===== config.mk =====
export PLATFORM = sky130hd
export DESIGN_NAME = apb4_master_bridge
export DESIGN_NICKNAME = d
export VERILOG_FILES = /design/src/rtl/apb4_master_bridge.sv
export SDC_FILE = /design/constraint.sdc
export NUM_CORES = 1
export LEC_CHECK = 0
export BUFFER_PORTS_ARGS = -buffer_cell sky130_fd_sc_hd__buf_2
export CAP_MARGIN = 10
export CORE_MARGIN = 5
export CORE_UTILIZATION = 32
export CTS_BUF_LIST = sky130_fd_sc_hd__clkbuf_2 sky130_fd_sc_hd__clkbuf_4 sky130_fd_sc_hd__clkbuf_8
export DETAILED_ROUTE_END_ITERATION = 12
export PLACE_DENSITY = 0.55
export SLEW_MARGIN = 20
export SYNTH_ARGS = -nofsm -noshare
export SYNTH_HDL_FRONTEND = slang
export SYNTH_SLANG_ARGS = --single-unit

===== constraint.sdc =====
create_clock -name PCLK -period 2.8 [get_ports PCLK]
set_clock_uncertainty 0.2 [all_clocks]
set_input_delay 0.42 -clock PCLK [delete_from_list [all_inputs] [get_ports PCLK]]
set_output_delay 0.42 -clock PCLK [all_outputs]
set_load 0.005 [all_outputs]

===== src/rtl/apb4_master_bridge.sv =====
// apb4_master_bridge: valid/ready command stream to APB4 requester, one transfer outstanding.
// Optional ACCESS-phase watchdog enabled by defining APB_MASTER_TIMEOUT_EN.
module apb4_master_bridge #(
  parameter int ADDR_WIDTH     = 32,
  parameter int DATA_WIDTH     = 32,
  parameter int TIMEOUT_CYCLES = 256
) (
  input  logic                    PCLK,
  input  logic                    PRESET,
  input  logic                    cmd_valid,
  output logic                    cmd_ready,
  input  logic                    cmd_write,
  input  logic [ADDR_WIDTH-1:0]   cmd_addr,
  input  logic [DATA_WIDTH-1:0]   cmd_wdata,
  input  logic [DATA_WIDTH/8-1:0] cmd_strb,
  input  logic [2:0]              cmd_prot,
  output logic                    rsp_valid,
  input  logic                    rsp_ready,
  output logic [DATA_WIDTH-1:0]   rsp_rdata,
  output logic                    rsp_slverr,
  output logic                    rsp_timeout,
  output logic                    PSEL,
  output logic                    PENABLE,
  output logic                    PWRITE,
  output logic [ADDR_WIDTH-1:0]   PADDR,
  output logic [DATA_WIDTH-1:0]   PWDATA,
  output logic [DATA_WIDTH/8-1:0] PSTRB,
  output logic [2:0]              PPROT,
  input  logic [DATA_WIDTH-1:0]   PRDATA,
  input  logic                    PREADY,
  input  logic                    PSLVERR
);
  localparam logic [1:0] IDLE = 2'd0, SETUP = 2'd1, ACCESS = 2'd2, RESP = 2'd3;
  logic [1:0] state;
  logic accept, expire;
  assign cmd_ready = !PRESET && (state == IDLE || (state == RESP && rsp_ready));
  assign accept    = cmd_valid && cmd_ready;
  assign PSEL      = state == SETUP || state == ACCESS;
  assign PENABLE   = state == ACCESS;
  assign rsp_valid = state == RESP;
`ifdef APB_MASTER_TIMEOUT_EN
  localparam int CW = $clog2(TIMEOUT_CYCLES + 1);
  logic [CW-1:0] cnt;
  always_ff @(posedge PCLK)
    if (state == SETUP) cnt <= '0;
    else if (state == ACCESS && !PREADY) cnt <= cnt + 1'b1;
  // cnt holds the number of completed wait cycles, so this is the last allowed one
  assign expire = state == ACCESS && !PREADY && cnt == CW'(TIMEOUT_CYCLES - 1);
`else
  assign expire = 1'b0;
`endif
  always_ff @(posedge PCLK) begin
    if (PRESET) begin
      state       <= IDLE;
      PWRITE      <= 1'b0;
      PADDR       <= '0;
      PWDATA      <= '0;
      PSTRB       <= '0;
      PPROT       <= '0;
      rsp_rdata   <= '0;
      rsp_slverr  <= 1'b0;
      rsp_timeout <= 1'b0;
    end else if (accept) begin
      state  <= SETUP;
      PADDR  <= cmd_addr;
      PWRITE <= cmd_write;
      PPROT  <= cmd_prot;
      PWDATA <= cmd_write ? cmd_wdata : '0;
      PSTRB  <= cmd_write ? cmd_strb : '0;
    end else if (state == SETUP) begin
      state <= ACCESS;
    end else if (state == ACCESS && (PREADY || expire)) begin
      state       <= RESP;
      rsp_rdata   <= (PWRITE || !PREADY) ? '0 : PRDATA;
      rsp_slverr  <= PREADY ? PSLVERR : 1'b1;
      rsp_timeout <= !PREADY;
    end else if (state == RESP && rsp_ready) begin
      state <= IDLE;
    end
  end
endmodule


==> flow_summary.toml, run 1 <==
[outcome]
outcome = "completed"

[sta]
min_period_ns = 2.37
period_share_pct = 84.6
fmax_ghz = 0.422
worst_pin_slew_ns = 0.926
hold_violations = 0
tns_ns = 0
setup_violations = 0
slew_headroom_pct = 38.2
rsz0062_at_grt = "no"
timing.hold.ws_ns = 0.0638
finalMaxSlewViolations = 0

[critical_path]
cp.required_ns = 2.18
crit_arrival_ns = 1.75
reg2reg_depth = 6
end_kind = "output pin"
crit_path_start_kind = "register"
worst-path-max-fanout = 21
worstSetupPathType = "reg -> out"

[cts]
clkTransAtPathRegs_ns = 0.10
cts_root_buffer = "clkbuf_8"
h-tree-depth = 3
clk_path_buf_depth = 2
clk_latency_ns = 0.36
tritoncts = "built"
cts_hold_buf = 0
post_cts_resized = 0
cts_setup_buffers = 0
cts_sinks = 108
numCtsBuffers = 9

[routing]
wire_per_inst_um = 15.6
drt_pass1_iterations = 4
drt_iter0_markers = 286
antenna_left = 0
vias = 4237
drc = 0
finalWirelength_um = 13500
viasPerCell = 4.90

[placed_design]
placed_cell_area_um2 = 5570
portBuffers = 219
finalWeightedCongestion = 0.793
dp_hpwl_um = 9350

[synthesis]
synth_compound_area_share_pct = 13.7
synth-adder-area-share_pct = 1.14
syn_area_um2 = 4390
synth_cell_type_count = 26
synth-simple-area-share_pct = 23.1
synth_warnings = 0
synth_top_family_by_area = "simple AND/OR/NAND/NOR gates"
synth_mux_area_share_pct = 7.53
avgSynthCellArea_um2 = 8.87
ys_seq_area_share_pct = 49.3
synth_flop_cell = "dfxtp_1"
synth-edff-count = 0
ys_ff_latch = 108
postSynthCellCount = 495
async_reset_ff_share_pct = 0
synth_fp_nets = 609
synth_xor_area_share_pct = 0

[cells_and_area]
final_util_pct = 43.3
syn_to_final_growth_pct = 31.7
final_nets = 798
fin_area_um2 = 5780
fillCellCount = 1381
antennaDiodeCount = 0
drive_gt1_share_pct = 36.3

[power]
switching_share_pct = 32.4
p_int_mw = 2.50
vdd_drop_max_uv = 288
power_frac_comb_pct = 26.1
clockPowerShare_pct = 26.5
power_density_nw_per_um2 = 639
power_switching_mw = 1.19
power_frac_seq_pct = 47.4
power.leakage_nw = 2.74

[flow_run]
maxCapViolations = 0

[floorplan]
coreArea_um2 = 13300
die_area_um2 = 16200
die_width_um = 127
die_h_um = 127
ios = 220
rows = 42
start_util_pct = 32.9

[hold_path]
hold_path_depth = 3
hold_path_class = "in -> reg"

[global_routing]
antenna_found_initial = 0
grt_usage_pct = 15.8
overflow = 0
grt_max_degree = 81
grt_pass1_wl_um = 20700
grt_pass1_vias = 4111
[stage by stage]
| stage | std cells | total power, mW | worst slack, ns |
|---|---|---|---|
| final | 865 | 3.69 | 0.432 |
| after global routing | 865 | 3.92 | 0.294 |
| after CTS | 865 | 3.76 | 0.377 |
| after detailed placement | 849 | 2.77 | 0.620 |
| after global placement | 849 | 2.75 | 0.690 |
| after floorplan | 495 | 2.36 | 0.865 |
[final timing paths]
| path | start | end | slack, ns |
|---|---|---|---|
| setup / recovery | state[0]$_SDFFE_PP0P_ | cmd_ready | 0.43 |
| hold reg to reg | PADDR[21]$_SDFFE_PP0P_ | PADDR[21]$_SDFFE_PP0P_ | 0.26 |
| setup reg to reg | state[0]$_SDFFE_PP0P_ | rsp_slverr$_SDFFE_PP0P_ | 0.64 |
| hold / removal | cmd_addr[15] | PADDR[15]$_SDFFE_PP0P_ | 0.06 |
[worst max-delay path, stage by stage (launching register included)]
cell and delay, ns:
dfxtp_1 0.39, inv_1 0.09, ha_1 0.25, a21oi_4 0.16, buf_4 0.28, nor2_1 0.06
buf_2 0.15
[cell type report]
cell class | count | area, um^2 | share of cell area (%)
timing repair buffer | 228 | 1160 | 20.1
clock inverter | 4 | 47.5 | 0.823
sequential | 108 | 2160 | 37.4
tap | 176 | 220 | 3.81
multi-input combinational | 335 | 2020 | 34.9
inverter | 2 | 7.51 | 0.130
clock buffer | 12 | 159 | 2.75
[placed cells by master (no fill, tap or decap), types with 2 or more instances in the layout]
cell and count:
nand4_1 36, nand2b_1 70, a21oi_1 37, buf_4 9
dfxtp_1 108, clkbuf_8 11, nand2_1 34, nand3_1 36
inv_1 2, mux2i_1 33, ha_1 4, clkinv_2 2
buf_2 219, o21ai_1 72
[cell families after synthesis]
group,count (synthesis)
simple gates,182
compound gates,116
flops,108
buf+inv,52
mux,33
fa+ha+maj,4
[power groups by stage]
stage	registers (mW)	logic [mW]	clock network [mW]
after floorplan	1.79	0.571	0
after global placement	1.78	0.971	0
after detailed placement	1.78	0.981	0
after CTS	1.75	0.985	1.02
after global routing	1.77	1.07	1.08
final	1.75	0.963	0.980
[state kept, by name, indices dropped and copies added (netlist names)]
name         flops
PADDR           32
PPROT            3
PSTRB            4
PWDATA          32
PWRITE           1
rsp_rdata       32
rsp_slverr       1
rsp_timeout      1
state            2
[synthesized netlist by cell type, drive strengths merged, types with 2 or more instances]
cell    instances  area (um^2)
ha              4         50.1
nand2b         70          438
nand4          36          225
dfxtp         108         2160
o21ai          72          360
a21oi          38          190
mux2i          33          330
nand3          36          180
nor2            2         10.0
nand2          34          128
clkbuf         28          105
nor3b           2         20.0
buf            22          123
inv             2         7.51
[per-layer routing]
layer	up-vias	global-route usage, %	wire length (um)
li1	2091	-	-
met3	22	4.76	1040
met2	160	25.5	6320
met4	0	6.94	307
met1	1964	19.4	5810
met5	-	0	0
Note: power is estimated with default switching activity, not from simulation.
==> run 2: changes to the inputs <==
Settings changed: ABC_AREA from default to 1, PLACE_DENSITY 0.55 to 0.57.
Clock period 2.8 ns to 2.05 ns, I/O delays scaled along.
==> run 2 against run 1 <==
Core utilization is 2.5 points higher. Critical path type unchanged. Via count is 15% higher. Largest cell class unchanged. Highest routed layer unchanged. Combinational power is 61% higher.
==> flow_summary.toml, run 2 <==
[outcome]
outcome = "completed"

[synthesis]
synth-edff-count = 0
yosys-top-cells-area = "dfxtp_1 (48%), nand2_1 (18%), a21oi_1 (7.9%), nand3_1 (7.6%), nand4_1 (5.1%)"
syn_area_um2 = 4540
ys_top_cells_by_count = "nand2_1 (217), dfxtp_1 (108), a21oi_1 (72), nand3_1 (69), inv_1 (43)"
synth_cell_type_count = 15
synth_warnings = 0
postSynthCellCount = 644
ys_ff_latch = 108
async_reset_ff_share_pct = 0
synth_area_leader_cell = "dfxtp_1"
avgSynthCellArea_um2 = 7.05
synth_flop_cell = "dfxtp_1"
synth.most_common_cell = "nand2_1"
synth_fp_nets = 758
ys_seq_area_share_pct = 47.6
synth_top_area_share_pct = 47.6

[routing]
finalWirelength_um = 14500
drc = 0
drt_iter0_markers = 253
vias = 4853
drt_pass1_iterations = 4
antenna_left = 0
wire_per_inst_um = 13.8
viasPerCell = 4.59

[global_routing]
grt_usage_pct = 17.3
grtUsageMet1_pct = 20.9
grt_util_met3_pct = 5.85
grt_pass1_wl_um = 23400
grt_pass1_vias = 4735
top_usage_layer = "met2"
grt_max_degree = 59
overflow = 0
antenna_found_initial = 1
use_met2_pct = 28.4

[power]
vdd_drop_max_uv = 496
power.leakage_nw = 3.37
power_density_nw_per_um2 = 831

[floorplan]
die_h_um = 129
die_width_um = 129
ios = 220
die_area_um2 = 16700
start_util_pct = 32.7
coreArea_um2 = 13900
rows = 43

[sta]
finalMaxSlewViolations = 0
fmax_ghz = 0.520
rsz0062_at_grt = "no"
period_share_pct = 93.9
timing.hold.ws_ns = 0.0551
min_period_ns = 1.92
setup_violations = 0
hold_violations = 0
slew_headroom_pct = 60.5
tns_ns = 0
worst_pin_slew_ns = 0.592

[placed_design]
dp_hpwl_um = 9920
finalWeightedCongestion = 0.770
portBuffers = 219

[critical_path]
cp.required_ns = 1.54
worstSetupPathType = "reg -> out"
end_kind = "output pin"
worst-path-max-fanout = 4
crit_path_start_kind = "register"
crit_arrival_ns = 1.42

[cells_and_area]
syn_to_final_growth_pct = 39.9
final_common_cell = "buf_2"
largest_registers = "PADDR: 32 flops, PWDATA: 32 flops, rsp_rdata: 32 flops"
final_nets = 985
final_cell_mix = "buf_2 (219), nand2_1 (215), dfxtp_1 (106)"
drive_gt1_share_pct = 30.3

[cts]
clk_path_buf_depth = 2
cts_sinks = 108
cts_root_buffer = "clkbuf_8"
h-tree-depth = 3
tritoncts = "built"
clkTransAtPathRegs_ns = 0.10
numCtsBuffers = 9
clk_latency_ns = 0.38

[flow_run]
maxCapViolations = 0

[hold_path]
hold_path_class = "in -> reg"
run 2: cell count changes after synthesis, moves of 19 or more:
cell      before  now
nand2_1       34  217
nand3_1       36   69
buf_2         14   35
inv_1          2   43
mux2i_1       33    0
clkbuf_1      28    9
nand2b_1      70    0
o21ai_1       72    0
nor2_1         1   35
a21oi_1       38   72
run 2: kinds of logic after synthesis:
group                    after synthesis  synth area share, %
flip-flops                           108                 47.6
AND/OR/NAND/NOR                      360                 33.9
buffers and inverters                100                 9.48
AO/OA/AOI/OAI                         72                 7.94
adder cells (fa/ha/maj)                4                 1.10
run 2: path summary, 6_finish.rpt:
kind	slack (ns)	startpoint	end	cells after the start
worst min-delay path	0.06	PSLVERR	rsp_slverr$_SDFFE_PP0P_	5
worst min register to register	0.25	rsp_timeout$_SDFFE_PP0P_	rsp_timeout$_SDFFE_PP0P_	2
worst max register to register	0.25	state[0]$_SDFFE_PP0P_	PADDR[10]$_SDFFE_PP0P_	7
worst max-delay path	0.13	state[0]$_SDFFE_PP0P_	cmd_ready	7
run 2: what timing repair did:
action                                  CTS  global route
hold buffers                             35             0
pin swaps                                 0             2
resized for setup                         4             7
buffers inserted                          1             0
hold endpoints to repair                 35             0
endpoints found under the setup margin    1             1
run 2: worst max-delay path, stage by stage, from the launching register on:
cell and delay [ns]:
dfxtp_4 0.37, ha_2 0.19, nand2_2 0.09, nand2_4 0.07, buf_6 0.12, nand2_1 0.05
inv_1 0.04, buf_2 0.11
run 2: through the flow:
step | area, um^2 | util [%] | setup slack (ns) | instances | total power [mW]
2_1_floorplan | 4540 | - | 0.425 | 644 | 3.36
3_3_place_gp | 5790 | 41.7 | 0.181 | 1004 | 4.01
3_5_place_dp | 5790 | 41.7 | 0.131 | 1004 | 4.01
4_1_cts | 6340 | 45.6 | 0.0136 | 1056 | 5.37
5_1_grt | 6350 | 45.8 | 0.0245 | 1057 | 5.69
6_report | 6350 | 45.8 | 0.125 | 1057 | 5.28
run 2: report_power, final:
group | total [mW] | internal (mW) | switching [mW] | leakage (nW)
clock network | 1.24 | 0.469 | 0.769 | 0.0882
registers | 2.49 | 2.35 | 0.132 | 0.880
logic | 1.55 | 0.665 | 0.890 | 2.40
run 2: area by class of cell:
class                      instances  area [um^2]
sequential                       108         2170
antenna                            1         2.50
timing repair buffer             271         1630
fill                            1463         7530
tap                              180          225
clock inverter                     6         48.8
multi-input combinational        436         1980
clock buffer                      10          131
inverter                          45          170
run 2: routing by layer:
layer | wire length [um] | up-vias
met3 | 1080 | 29
met1 | 6130 | 2156
li1 | - | 2516
met4 | 480 | 0
met2 | 6850 | 152
met5 | 0 | -
==> run 3: changes to the inputs <==
Settings changed: ABC_AREA 1 to default, CORE_UTILIZATION 32 to 38, PLACE_DENSITY 0.57 to 0.67.
==> run 3 against run 2 <==
Maximum frequency decreased by 0.96%. Total power up 4.1%. Setup slack worse by 0.019 ns. Sequential share of layout area decreased by 2.3 points. Highest routed layer unchanged.
==> flow_summary.toml, run 3 (synthesis gave the netlist of run 1 again) <==
[outcome]
outcome = "completed"

[floorplan]
rows = 39
ios = 220
die_width_um = 117
die_h_um = 117
start_util_pct = 38.6
coreArea_um2 = 11400
die_area_um2 = 13800

[routing]
drt_iter0_markers = 429
drc = 0
finalWirelength_um = 14700
vias = 4680
wire_per_inst_um = 15.8
antenna_left = 0
viasPerCell = 5.02
drt_pass1_iterations = 4

[cts]
h-tree-depth = 3
numCtsBuffers = 9
tritoncts = "built"
clkTransAtPathRegs_ns = 0.09
clk_path_buf_depth = 2
cts_sinks = 108
clk_latency_ns = 0.36
cts_root_buffer = "clkbuf_8"

[critical_path]
slowest_stage = "dfxtp_1"
end_kind = "register"
crit_family = "compound AO/OA/AOI/OAI gates"
cp.required_ns = 2.14
cp_num_buf_inv = 2
worst-path-max-fanout = 32
reg2reg_setup_slack_ns = 0.11
crit_arrival_ns = 2.03
crit_chain = "inv_1 > ha_1 > a21o_2 > a211o_2 > buf_12 > mux2i_1"
critPathMaxStageDelay_ns = 0.39
worstSetupPathType = "reg -> reg"
crit_path_start_kind = "register"

[placed_design]
dp_hpwl_um = 9350
portBuffers = 219
placed_cell_area_um2 = 5630
finalWeightedCongestion = 0.785

[cells_and_area]
final_nets = 898
syn_to_final_growth_pct = 55.1
final_util_pct = 59.9
final_cell_mix = "buf_2 (219), dfxtp_1 (107), dlygate4sd3_1 (93)"
final_common_cell = "buf_2"
fin_area_um2 = 6810
largest_registers = "PADDR: 32 flops, PWDATA: 32 flops, rsp_rdata: 32 flops"
drive_gt1_share_pct = 32.7

[sta]
min_period_ns = 1.94
finalMaxSlewViolations = 0
hold_violations = 0
rsz0062_at_grt = "no"
setup_violations = 0
slew_headroom_pct = 57.0
tns_ns = 0
period_share_pct = 94.8
worst_pin_slew_ns = 0.645
fmax_ghz = 0.515

[flow_run]
maxCapViolations = 0

[power]
power_density_nw_per_um2 = 807
vdd_drop_max_uv = 431
power_mw = 5.50
power.leakage_nw = 3.20

[hold_path]
hold_path_class = "in -> reg"

[global_routing]
grt_max_degree = 72
grt_usage_pct = 20.7
antenna_found_initial = 1
grt_pass1_vias = 4726
grt_pass1_wl_um = 24000
overflow = 0
## run 3: cell types whose count changed in the layout (fill, tap and decap cells not counted), sizes merged, moves of 44 or more
| cell | previous run | this run |
|---|---|---|
| o21ai | 0 | 72 |
| nand2b | 0 | 70 |
| dlygate4sd3 | 35 | 93 |
| nand2 | 217 | 34 |
| inv | 46 | 2 |
## run 3: timing repair
action | 4_1_cts | 5_1_grt
pin swaps | 0 | 0
setup endpoints to repair | 1 | 1
hold buffers | 93 | 0
gates resized for setup | 0 | 1
hold endpoints to repair | 93 | 0
setup buffers | 1 | 0
## run 3: final cells by class
class / count / area (um^2)
diodes: 1 / 2.50
clock buffers: 11 / 139
clock inverters: 5 / 100
fillers: 985 / 4560
inverters: 2 / 7.51
multi-input cells: 335 / 2020
flip-flops and latches: 108 / 2160
well taps: 143 / 179
repair buffers: 328 / 2200
## run 3: metal layers
layer | GRT usage [%] | vias to the layer above | part of all wire, %
met5 | 0 | - | 0
met4 | 9.75 | 0 | 3.7
met3 | 6.54 | 40 | 7.6
met2 | 33.4 | 191 | 47
met1 | 25.0 | 2153 | 42
li1 | - | 2296 | -
## run 3: worst paths after layout
kind,start,endpoint,cells past startpoint
worst max-delay path,state[1]$_SDFFE_PP0P_,rsp_rdata[21]$_SDFFE_PP0P_,6
worst min-delay path,cmd_wdata[23],PWDATA[23]$_SDFFE_PP0P_,3
worst max register to register,state[1]$_SDFFE_PP0P_,rsp_rdata[21]$_SDFFE_PP0P_,6
worst min register to register,PPROT[1]$_SDFFE_PP0P_,PPROT[1]$_SDFFE_PP0P_,2
## run 3: per-stage QoR
step / setup WS, ns / hold WS [ns] / std cells
after floorplan: 0.227 / 0.245 / 495
after global placement: 0.188 / 0.249 / 822
after detailed placement: 0.133 / 0.252 / 822
after CTS: 0.0483 / 0.000900 / 932
after global routing: 0.00183 / 0.00929 / 933
final: 0.107 / 0.0234 / 933
## run 3: power by group
group | internal, mW | leakage [nW] | switching (mW)
clock network | 0.836 | 0.124 | 0.695
registers | 2.29 | 0.878 | 0.108
logic | 0.691 | 2.19 | 0.876
total | 3.82 | 3.20 | 1.68
## run 3: tightest hold or removal path: stages
cell	delay (ns)
buf_2	0.10
nand4_1	0.08
a21oi_1	0.07
